`config.mk`:
```
export PLATFORM = sky130hd
export DESIGN_NAME = boneless_trace_buffer
export DESIGN_NICKNAME = d
export VERILOG_FILES = /design/src/rtl/boneless_trace_pkg.sv /design/src/rtl/boneless_trace_fifo.sv /design/src/rtl/boneless_trace_buffer.sv
export SDC_FILE = /design/constraint.sdc
export NUM_CORES = 1
export LEC_CHECK = 0
export CORE_ASPECT_RATIO = 1.25
export CORE_MARGIN = 2
export CORE_UTILIZATION = 50
export CTS_BUF_LIST = sky130_fd_sc_hd__clkbuf_8
export CTS_CLUSTER_DIAMETER = 80
export DETAILED_ROUTE_END_ITERATION = 12
export GPL_ROUTABILITY_DRIVEN = 0
export GPL_TIMING_DRIVEN = 0
export PLACE_DENSITY = 0.7
export SYNTH_ARGS = -nofsm -noshare
export SYNTH_HDL_FRONTEND = slang
export SYNTH_HIERARCHICAL = 1
export SYNTH_SLANG_ARGS = --single-unit
```
`constraint.sdc`:
```
create_clock -name clk -period 10.33 [get_ports clk]
set_clock_uncertainty 0.15 [all_clocks]
set_input_delay 2.5825 -clock clk [delete_from_list [all_inputs] [get_ports clk]]
set_output_delay 2.5825 -clock clk [all_outputs]
set_load 0.01 [all_outputs]
```
`src/rtl/boneless_trace_pkg.sv`:
```
// rtl/boneless_trace_pkg.sv - shared types for the boneless retirement trace buffer
// Purpose: record layout, FSM state encoding and record width used by the
//          trace buffer top and its FIFO.
// Ports:   none (package)
package boneless_trace_pkg;

  localparam int TRACE_W = 88;

  typedef enum logic [1:0] {
    IDLE = 2'd0,
    RUN  = 2'd1,
    FULL = 2'd2
  } trace_state_e;

  // MSB first: pad, ext pairing, memory write, flags, insn, pc (pc at [15:0]).
  typedef struct packed {
    logic        pad;
    logic        ext_r;
    logic        ext_w;
    logic [15:0] ext_addr;
    logic        mem_w_en;
    logic [15:0] mem_w_addr;
    logic [15:0] mem_w_data;
    logic [3:0]  flags;
    logic [15:0] insn;
    logic [15:0] pc;
  } trace_rec_t;

endpackage

```
`src/rtl/boneless_trace_fifo.sv`:
```
// rtl/boneless_trace_fifo.sv - circular record store with wrap-bit pointers
// Purpose: DEPTH-entry FIFO of trace records; head is presented combinationally
//          from the register array and forced to zero while empty.
// Ports:   clk, rst_n      clock, async active-low reset
//          i_clear         drop all contents (pointers to zero)
//          i_push, i_data  write record at wptr
//          i_pop           advance rptr (caller guarantees non-empty)
//          o_data          head record, zero when empty
//          o_level         records held (AW+1 bits)
//          o_full, o_empty status
module boneless_trace_fifo
  import boneless_trace_pkg::*;
#(
  parameter int DEPTH = 16,
  parameter int AW    = 4
) (
  input  logic               clk,
  input  logic               rst_n,
  input  logic               i_clear,
  input  logic               i_push,
  input  logic               i_pop,
  input  logic [TRACE_W-1:0] i_data,
  output logic [TRACE_W-1:0] o_data,
  output logic [AW:0]        o_level,
  output logic               o_full,
  output logic               o_empty
);

  logic [TRACE_W-1:0] r_mem [DEPTH];
  logic [AW:0]        r_wptr;
  logic [AW:0]        r_rptr;

  localparam logic [AW:0] PTR_ONE = {{AW{1'b0}}, 1'b1};

  always_ff @(posedge clk or negedge rst_n) begin
    if (!rst_n) begin
      r_wptr <= '0;
      r_rptr <= '0;
    end else if (i_clear) begin
      r_wptr <= '0;
      r_rptr <= '0;
    end else begin
      if (i_push) r_wptr <= r_wptr + PTR_ONE;
      if (i_pop)  r_rptr <= r_rptr + PTR_ONE;
    end
  end

  // Storage needs no reset: the empty flag masks whatever the slots hold.
  always_ff @(posedge clk) begin
    if (i_push && !i_clear) r_mem[r_wptr[AW-1:0]] <= i_data;
  end

  assign o_empty = (r_wptr == r_rptr);
  assign o_full  = (r_wptr[AW] != r_rptr[AW]) && (r_wptr[AW-1:0] == r_rptr[AW-1:0]);
  assign o_level = r_wptr - r_rptr;
  assign o_data  = o_empty ? '0 : r_mem[r_rptr[AW-1:0]];

endmodule

```
`src/rtl/boneless_trace_buffer.sv`:
```
// rtl/boneless_trace_buffer.sv - retirement trace capture with ext-access pairing
// Purpose: captures one record per fi_stb into a circular FIFO and streams it to
//          a debug host over valid/ready; keeps FSM, ext latch and drop counter.
// Ports:   clk, rst_n                  clock, async active-low reset
//          fi_*                        core retirement port
//          ctl_arm/ctl_stop/ctl_wrap   capture control
//          tr_valid/tr_ready/tr_data   record stream
//          tr_level/tr_drops/tr_state  status
module boneless_trace_buffer
  import boneless_trace_pkg::*;
#(
  parameter int DEPTH = 16,
  parameter int AW    = 4
) (
  input  logic               clk,
  input  logic               rst_n,
  input  logic               fi_stb,
  input  logic [15:0]        fi_pc,
  input  logic [15:0]        fi_insn,
  input  logic [3:0]         fi_flags,
  input  logic               fi_mem_w_en,
  input  logic [15:0]        fi_mem_w_addr,
  input  logic [15:0]        fi_mem_w_data,
  input  logic               fi_ext_r_en,
  input  logic               fi_ext_w_en,
  input  logic [15:0]        fi_ext_addr,
  input  logic               ctl_arm,
  input  logic               ctl_stop,
  input  logic               ctl_wrap,
  output logic               tr_valid,
  input  logic               tr_ready,
  output logic [TRACE_W-1:0] tr_data,
  output logic [AW:0]        tr_level,
  output logic [15:0]        tr_drops,
  output logic [1:0]         tr_state
);

  localparam logic [1:0] ST_IDLE = 2'd0;
  localparam logic [1:0] ST_RUN  = 2'd1;
  localparam logic [1:0] ST_FULL = 2'd2;

  logic [1:0]  r_state;
  logic [15:0] r_drops;
  logic        r_pend_r;
  logic        r_pend_w;
  logic [15:0] r_pend_addr;

  logic       w_run, w_ext_now, w_pend;
  logic       w_full, w_empty, w_pop;
  logic       w_capture, w_overwrite, w_reject, w_push, w_fifo_pop;
  logic       w_drop_inc;
  trace_rec_t w_rec;

  assign w_run     = (r_state == ST_RUN);
  assign w_ext_now = fi_ext_r_en | fi_ext_w_en;
  assign w_pend    = r_pend_r | r_pend_w;
  assign w_pop     = tr_valid & tr_ready;

  // Arm clears the FIFO on this edge, so nothing is captured alongside it.
  assign w_capture = w_run & fi_stb & ~ctl_arm;
  // A host pop in the same cycle frees a slot, so a full FIFO only loses data
  // when nobody is draining it.
  assign w_overwrite = w_capture & w_full & ~w_pop & ctl_wrap;
  assign w_reject    = w_capture & w_full & ~w_pop & ~ctl_wrap;
  assign w_push      = w_capture & ~w_reject;
  assign w_fifo_pop  = w_pop | w_overwrite;

  // Retires while parked in FULL still count as lost; IDLE never counts.
  assign w_drop_inc = ~ctl_arm & (w_overwrite | w_reject
                    | ((r_state == ST_FULL) & fi_stb)
                    | (w_run & w_ext_now & ~fi_stb & w_pend));

  always_comb begin
    w_rec            = '0;
    w_rec.pad        = 1'b0;
    w_rec.ext_r      = r_pend_r | fi_ext_r_en;
    w_rec.ext_w      = r_pend_w | fi_ext_w_en;
    w_rec.ext_addr   = w_ext_now ? fi_ext_addr : r_pend_addr;
    w_rec.mem_w_en   = fi_mem_w_en;
    w_rec.mem_w_addr = fi_mem_w_addr;
    w_rec.mem_w_data = fi_mem_w_data;
    w_rec.flags      = fi_flags;
    w_rec.insn       = fi_insn;
    w_rec.pc         = fi_pc;
  end

  boneless_trace_fifo #(.DEPTH(DEPTH), .AW(AW)) u_fifo (
    .clk     (clk),
    .rst_n   (rst_n),
    .i_clear (ctl_arm),
    .i_push  (w_push),
    .i_pop   (w_fifo_pop),
    .i_data  (w_rec),
    .o_data  (tr_data),
    .o_level (tr_level),
    .o_full  (w_full),
    .o_empty (w_empty)
  );

  assign tr_valid = ~w_empty;
  assign tr_drops = r_drops;
  assign tr_state = r_state;

  always_ff @(posedge clk or negedge rst_n) begin
    if (!rst_n) begin
      r_state <= ST_IDLE;
    end else if (ctl_arm) begin
      r_state <= ST_RUN;
    end else if (ctl_stop) begin
      r_state <= ST_IDLE;
    end else if (w_reject) begin
      r_state <= ST_FULL;
    end
  end

  always_ff @(posedge clk or negedge rst_n) begin
    if (!rst_n) begin
      r_drops <= '0;
    end else if (ctl_arm) begin
      r_drops <= '0;
    end else if (w_drop_inc && r_drops != 16'hFFFF) begin
      r_drops <= r_drops + 16'd1;
    end
  end

  // Pending ext access waits for the retire it belongs to; a newer strobe
  // replaces an unclaimed one.
  always_ff @(posedge clk or negedge rst_n) begin
    if (!rst_n) begin
      r_pend_r    <= 1'b0;
      r_pend_w    <= 1'b0;
      r_pend_addr <= '0;
    end else if (ctl_arm) begin
      r_pend_r    <= 1'b0;
      r_pend_w    <= 1'b0;
      r_pend_addr <= '0;
    end else if (w_run) begin
      if (fi_stb) begin
        r_pend_r    <= 1'b0;
        r_pend_w    <= 1'b0;
        r_pend_addr <= '0;
      end else if (w_ext_now) begin
        r_pend_r    <= fi_ext_r_en;
        r_pend_w    <= fi_ext_w_en;
        r_pend_addr <= fi_ext_addr;
      end
    end
  end

endmodule

```
After elaboration in Yosys (flattened, before gate mapping)
Memory sizes are Yosys's and may differ from the RTL's.
Index checks and enable logic that the tools add are counted.
- register bits after elaboration: 46
- RAM bits: 1392
- input port bits: 94
- output and inout port bits: 112
- memories: 1
- logic and storage cells: 80
- memory list (memory ; depth ; bits a word ; read ports ; clocked after Yosys merged registers in ; wr ports ; line ; text):
    u_fifo.r_mem ; 16 ; 87 ; 1 ; 0 ; 1 ; boneless_trace_fifo.sv:29 ; logic [TRACE_W-1:0] r_mem [DEPTH];
- bitwise operators: 27
- equal/unequal tests: 6
- add/sub/neg operators: 4
- reduce and logical (&&, ||, !) cells: 11
- multiplexer cells: 24
- operator list (operator ; number):
    two-way mux 16 bit ; 6
    two-way mux 88 bit ; 1
    two-way mux 5 bit ; 4
    adder 16 x 1 -> 16 bit (second input constant) ; 1
    inequality test 16 bit (second input constant) ; 1
    bitwise AND 1 bit ; 13
    adder 5 x 1 -> 5 bit (second input constant) ; 2
    two-way mux 1 bit ; 10
    bitwise OR 1 bit ; 8
    nonzero test 2 bit ; 4
    two-way mux 2 bit ; 3
    NOT 1 bit ; 6
    nonzero test 3 bit ; 2
    == test 5 bit ; 1
    subtractor 5 bit ; 1
    == test 4 bit ; 1
    logical AND 1 bit ; 3
    == test 2 x 1 -> 1 bit (second input constant) ; 1
    == test 2 bit (second input constant) ; 1
    AND reduction 2 bit ; 1
    logical NOT 1 bit ; 1
    inequality test 1 bit ; 1

Depth between registers and ports, before layout
- word-level depth: 13
- gate-level depth with buffers: 17
- depth with buffers taken out: 12

Modules after synthesis
The synthesis kept the hierarchy.
- by module, submodules not included (module ; area each (um2) ; times used ; cells an instance ; sequential area each (um2)):
    boneless_trace_fifo ; 54284.6 ; 1 ; 2252 ; 42530.8
    boneless_trace_buffer ; 1959.4 ; 1 ; 192 ; 900.9

Worst setup path after synthesis
OpenSTA, ideal clock, no wires.
- path kind: input to register
- from: input port ctl_arm
- to: memory u_fifo/r_mem[0][0] (netlist name) (enable)
- data required time: 9.538 ns
- library setup time: 0.642 ns
- arrival time: 9.914 ns
- stages on the path: 9
- path buffers: 2
- path slack: -0.376 ns
- path through: clkbuf_1 and4bb_2 nand3_1 nor2_1 nor2b_1 clkbuf_1 nor2b_1 nand2_1 nor3_1
- word-level cells in the longest chain between the ends: 10
- elaborated cells between the ends (all ways): 11
- classes of those cells: mux (2); bitwise (7); reduce/logical (2)
- ends and longest elaborated chain (item ; line ; text):
    start, declared ; boneless_trace_buffer.sv:27 ; input logic ctl_arm,
    NOT 1 bit (*) ; boneless_trace_buffer.sv:60 ; assign w_capture = w_run & fi_stb & ~ctl_arm;
    bitwise AND 1 bit (*) ; boneless_trace_buffer.sv:60 ;
    bitwise AND 1 bit (3 in a row) ; boneless_trace_buffer.sv:64 ; assign w_reject = w_capture & w_full & ~w_pop & ~ctl_wrap;
    NOT 1 bit ; boneless_trace_buffer.sv:65 ; assign w_push = w_capture & ~w_reject;
    bitwise AND 1 bit (*) ; boneless_trace_buffer.sv:65 ;
    net w_push ; boneless_trace_buffer.sv:50 ; logic w_capture, w_overwrite, w_reject, w_push, w_fifo_pop;
    logical AND 1 bit (*) ; boneless_trace_fifo.sv:50 ; if (i_push && !i_clear) r_mem[r_wptr[AW-1:0]] <= i_data;
    two-way mux 1 bit (*) ; boneless_trace_fifo.sv:50 ;
    two-way mux 1 bit (not written as such) (*) ; boneless_trace_fifo.sv:50 ;
    end, declared ; boneless_trace_fifo.sv:29 ;
The timed path passes the listed nets; every way through them passes the cells marked *.

Worst setup path after layout
- from: register u_fifo.r_rptr[1]
- to: output port tr_data[6]
- word-level cells in the longest chain between the ends: 2
- elaborated cells between the ends (all ways): 3
- classes of those cells: eq/ne (1); mux (1); memory (1)
- ends and longest elaborated chain (item ; line ; text):
    start, declared ; boneless_trace_fifo.sv:31 ; logic [AW:0] r_rptr;
    start signal, assigned ; boneless_trace_fifo.sv:44 ; if (i_pop) r_rptr <= r_rptr + PTR_ONE;
    memory (16 x 87 bit) / == test 5 bit (equally long branches) ; - ;
    two-way mux 88 bit (*) ; boneless_trace_fifo.sv:56 ; assign o_data = o_empty ? '0 : r_mem[r_rptr[AW-1:0]];
    end, declared ; boneless_trace_buffer.sv:32 ; output logic [TRACE_W-1:0] tr_data,
Mark *: on every way between the ends. The rest lies on a longest branch, timed or not.

==> results.json <==
{
  "status": "complete, no violations",
  "cts_buffers": 205,
  "ir_worst_vdd_v": 0.0001218,
  "min_period_over_period": 0.8635,
  "relSlewSlack": 0.2119,
  "dr.pass1.iters": 6,
  "cts_tree": "yes",
  "worstMarginPinSlew_ns": 1.180,
  "drtAntennaViolNets": 0,
  "die_x_um": 304.0,
  "core_mm2": 0.1116,
  "netlist.area_leader.share": 0.7517,
  "vias_per_cell": 6.133,
  "grt_antenna_before_repair": 10,
  "layout-drive-gt1-share": 0.2931,
  "synth-async-reset-ratio": 0.03164,
  "synth_cell_types": 54,
  "grt_max_degree": 40,
  "cp.arrival_ns": 6.19,
  "post-cts-setup-buffers": 0,
  "hold_end": "r_pend_addr[6]",
  "finalMaxSlewViolations": 0,
  "rows": 137,
  "die_y_um": 379.0,
  "syn_inst": 2444,
  "reg2reg_depth": 20,
  "grt_pass1_vias": 29790,
  "rsz0062_at_grt": "no",
  "setup_viol": 0,
  "reg2reg_from": "u_fifo/r_rptr[1]",
  "grt_first_pass_wirelength_um": 197400,
  "cts_htree_levels": 4,
  "critPathRequiredTime_ns": 7.60,
  "maxCapViolCount": 0,
  "via_count": 28290,
  "syn_area_mm2": 0.05624,
  "synth_warnings": 6,
  "ctsResizeCount": 0,
  "clkSlewWorstSetupHoldPaths_ns": 0.07,
  "synthFlopType": "edfxtp_1",
  "final_nets": 3087,
  "p_total_w": 0.01190,
  "p_per_area_mw_per_mm2": 180.1,
  "finalWirelength_um": 136400,
  "ys_seq_elements": 1454,
  "cp_max_fo": 11,
  "grt_overflow": 0,
  "regToRegSetupSlack_ns": 3.55,
  "min_path_type": "flop to flop",
  "ys_seq_area_frac": 0.7722,
  "hold_buffers": 0,
  "hold_violations": 0,
  "finalCoreUtilization": 0.5921,
  "worstSetupStartpointType": "flop",
  "syn_avg_cell_area_um2": 23.01,
  "area_growth_syn_to_layout_pct": 17.49,
  "ys_top_cells_by_count": "1408 x edfxtp_1, 352 x mux4_2, 95 x o31ai_1",
  "hold_start": "r_pend_addr[6]",
  "place_hpwl_um": 89470,
  "post_drt_wl_per_cell_um": 29.57,
  "yosys.area.top_type": "edfxtp_1",
  "clockBufferDepth": 3,
  "yosys-top-cells-area": "edfxtp_1 75%, mux4_2 14%, dfrtp_1 2.0%",
  "clock_sinks": 1454,
  "grt_usage": 0.2385,
  "leakagePower_nw": 21.01,
  "cts-root-buf": "clkbuf_8",
  "remaining_drc_errors": 0,
  "timing.fmax_ghz": 0.1121,
  "io_buffers": 204,
  "yosysMostFrequentCell": "edfxtp_1",
  "num_io_pins": 206,
  "r2r-end": "u_fifo/r_mem[10][51]",
  "dieArea_mm2": 0.1152,
  "path_class": "flop to primary output",
  "period_needed_ns": 8.920,
  "synth_edf_count": 1408,
  "end_kind": "primary output",
  "start_util": 0.5040,
  "clk-insertion-delay-late_ns": 0.89,
  "drt-initial-drc-count": 3109,
  "hold_depth": 1
}
==> placed cells by master, fill, tap and decap left out, drive strengths merged, types with 18 or more instances in the layout <==
master and instances:
a21oi 18, a22oi 87, buf 202, clkbuf 269
clkdlybuf4s50 203, clkinv 104, dfrtp 46, edfxtp 1408
inv 55, mux2 19, mux2i 89, mux4 352
nor2 34, o31ai 95
==> routing by layer <==
metal | vias up | track usage | routed length, um
met5 | - | 0 | 34
met4 | 6 | 0.08101 | 4236
met3 | 256 | 0.05304 | 10980
met2 | 1401 | 0.4063 | 69720
met1 | 15040 | 0.3055 | 51460
li1 | 11580 | - | -
==> state kept, by name, indices dropped and copies added, names as in the netlist <==
| register | flops |
|---|---|
| r_pend_r | 1 |
| u_fifo/r_wptr | 5 |
| tr_drops | 16 |
| r_pend_w | 1 |
| r_pend_addr | 16 |
| tr_state | 2 |
| u_fifo/r_rptr | 5 |
| u_fifo/r_mem | 1408 |
==> metrics by stage <==
stage / setup WS [ns] / std cells / hold WS, ns / setup TNS (ns) / area, um^2
after global placement: -8.302 / 4122 / 0.3184 / -5887.87 / 60190
after global routing: 1.314 / 4613 / 0.3702 / 0 / 66080
final: 1.410 / 4613 / 0.3455 / 0 / 66080
after CTS: 1.367 / 4608 / 0.3484 / 0 / 66070
after detailed placement: 2.412 / 4234 / 0.3345 / 0 / 62260
after floorplan: -0.2399 / 2459 / 0.3103 / -42.22 / 56320
==> how the worst max path moves through the flow <==
stage / startpoint / endpoint / slack [ns] / depth (start not counted)
after floorplan: ctl_arm / u_fifo/r_mem[10][0] / -0.24 / 8
after global placement: u_fifo/r_rptr[1] / u_fifo/r_mem[9][51] / -8.30 / 16
after detailed placement: u_fifo/r_rptr[1] / tr_data[6] / 2.41 / 11
after CTS: u_fifo/r_rptr[1] / tr_data[6] / 1.37 / 11
after global routing: u_fifo/r_rptr[1] / tr_data[85] / 1.31 / 12
final: u_fifo/r_rptr[1] / tr_data[6] / 1.41 / 11
==> area by class of cell <==
class | count | area, um^2
Timing Repair Buffer | 316 | 4009
Buffer | 144 | 769.5
Clock inverter | 160 | 860.8
Fill cell | 7662 | 45510
Clock buffer | 214 | 2945
Multi-Input combinational cell | 849 | 12180
Tap cell | 1459 | 1826
Antenna cell | 5 | 12.51
Sequential cell | 1454 | 43430
Inverter | 12 | 45.04
==> logic make-up (layout without fill, tap and decap cells) <==
kind of cell / after synthesis / count (layout) / share of synthesized area
XOR/XNOR: 12 / 12 / 0.002002
buffers and inverters: 156 / 846 / 0.01448
AND/OR/NAND/NOR: 119 / 119 / 0.01115
other: 1 / 21 / 0.00006667
flip-flops: 1454 / 1454 / 0.7722
multiplexers: 460 / 460 / 0.1606
AO/OA/AOI/OAI: 231 / 231 / 0.03693
adder cells (fa/ha/maj): 11 / 11 / 0.002581
==> power breakdown <==
part           internal (W)  switching [W]  leakage [nW]
sequential          0.00649     0.00000713          13.3
combinational      0.000566       0.000644          5.58
clock               0.00209        0.00210          2.12
total               0.00915        0.00275          21.0
==> worst max-delay path, cell delays in order (launching register included) <==
cell	delay, ns
dfrtp_1	0.40
buf_2	0.21
inv_2	0.34
buf_2	0.45
buf_2	0.48
ha_1	0.34
and4_1	0.31
a211oi_2	1.01
clkbuf_1	0.58
a22oi_1	0.23
o31ai_1	0.25
clkdlybuf4s50_1	0.67
Power figures use the tool's default switching activity.
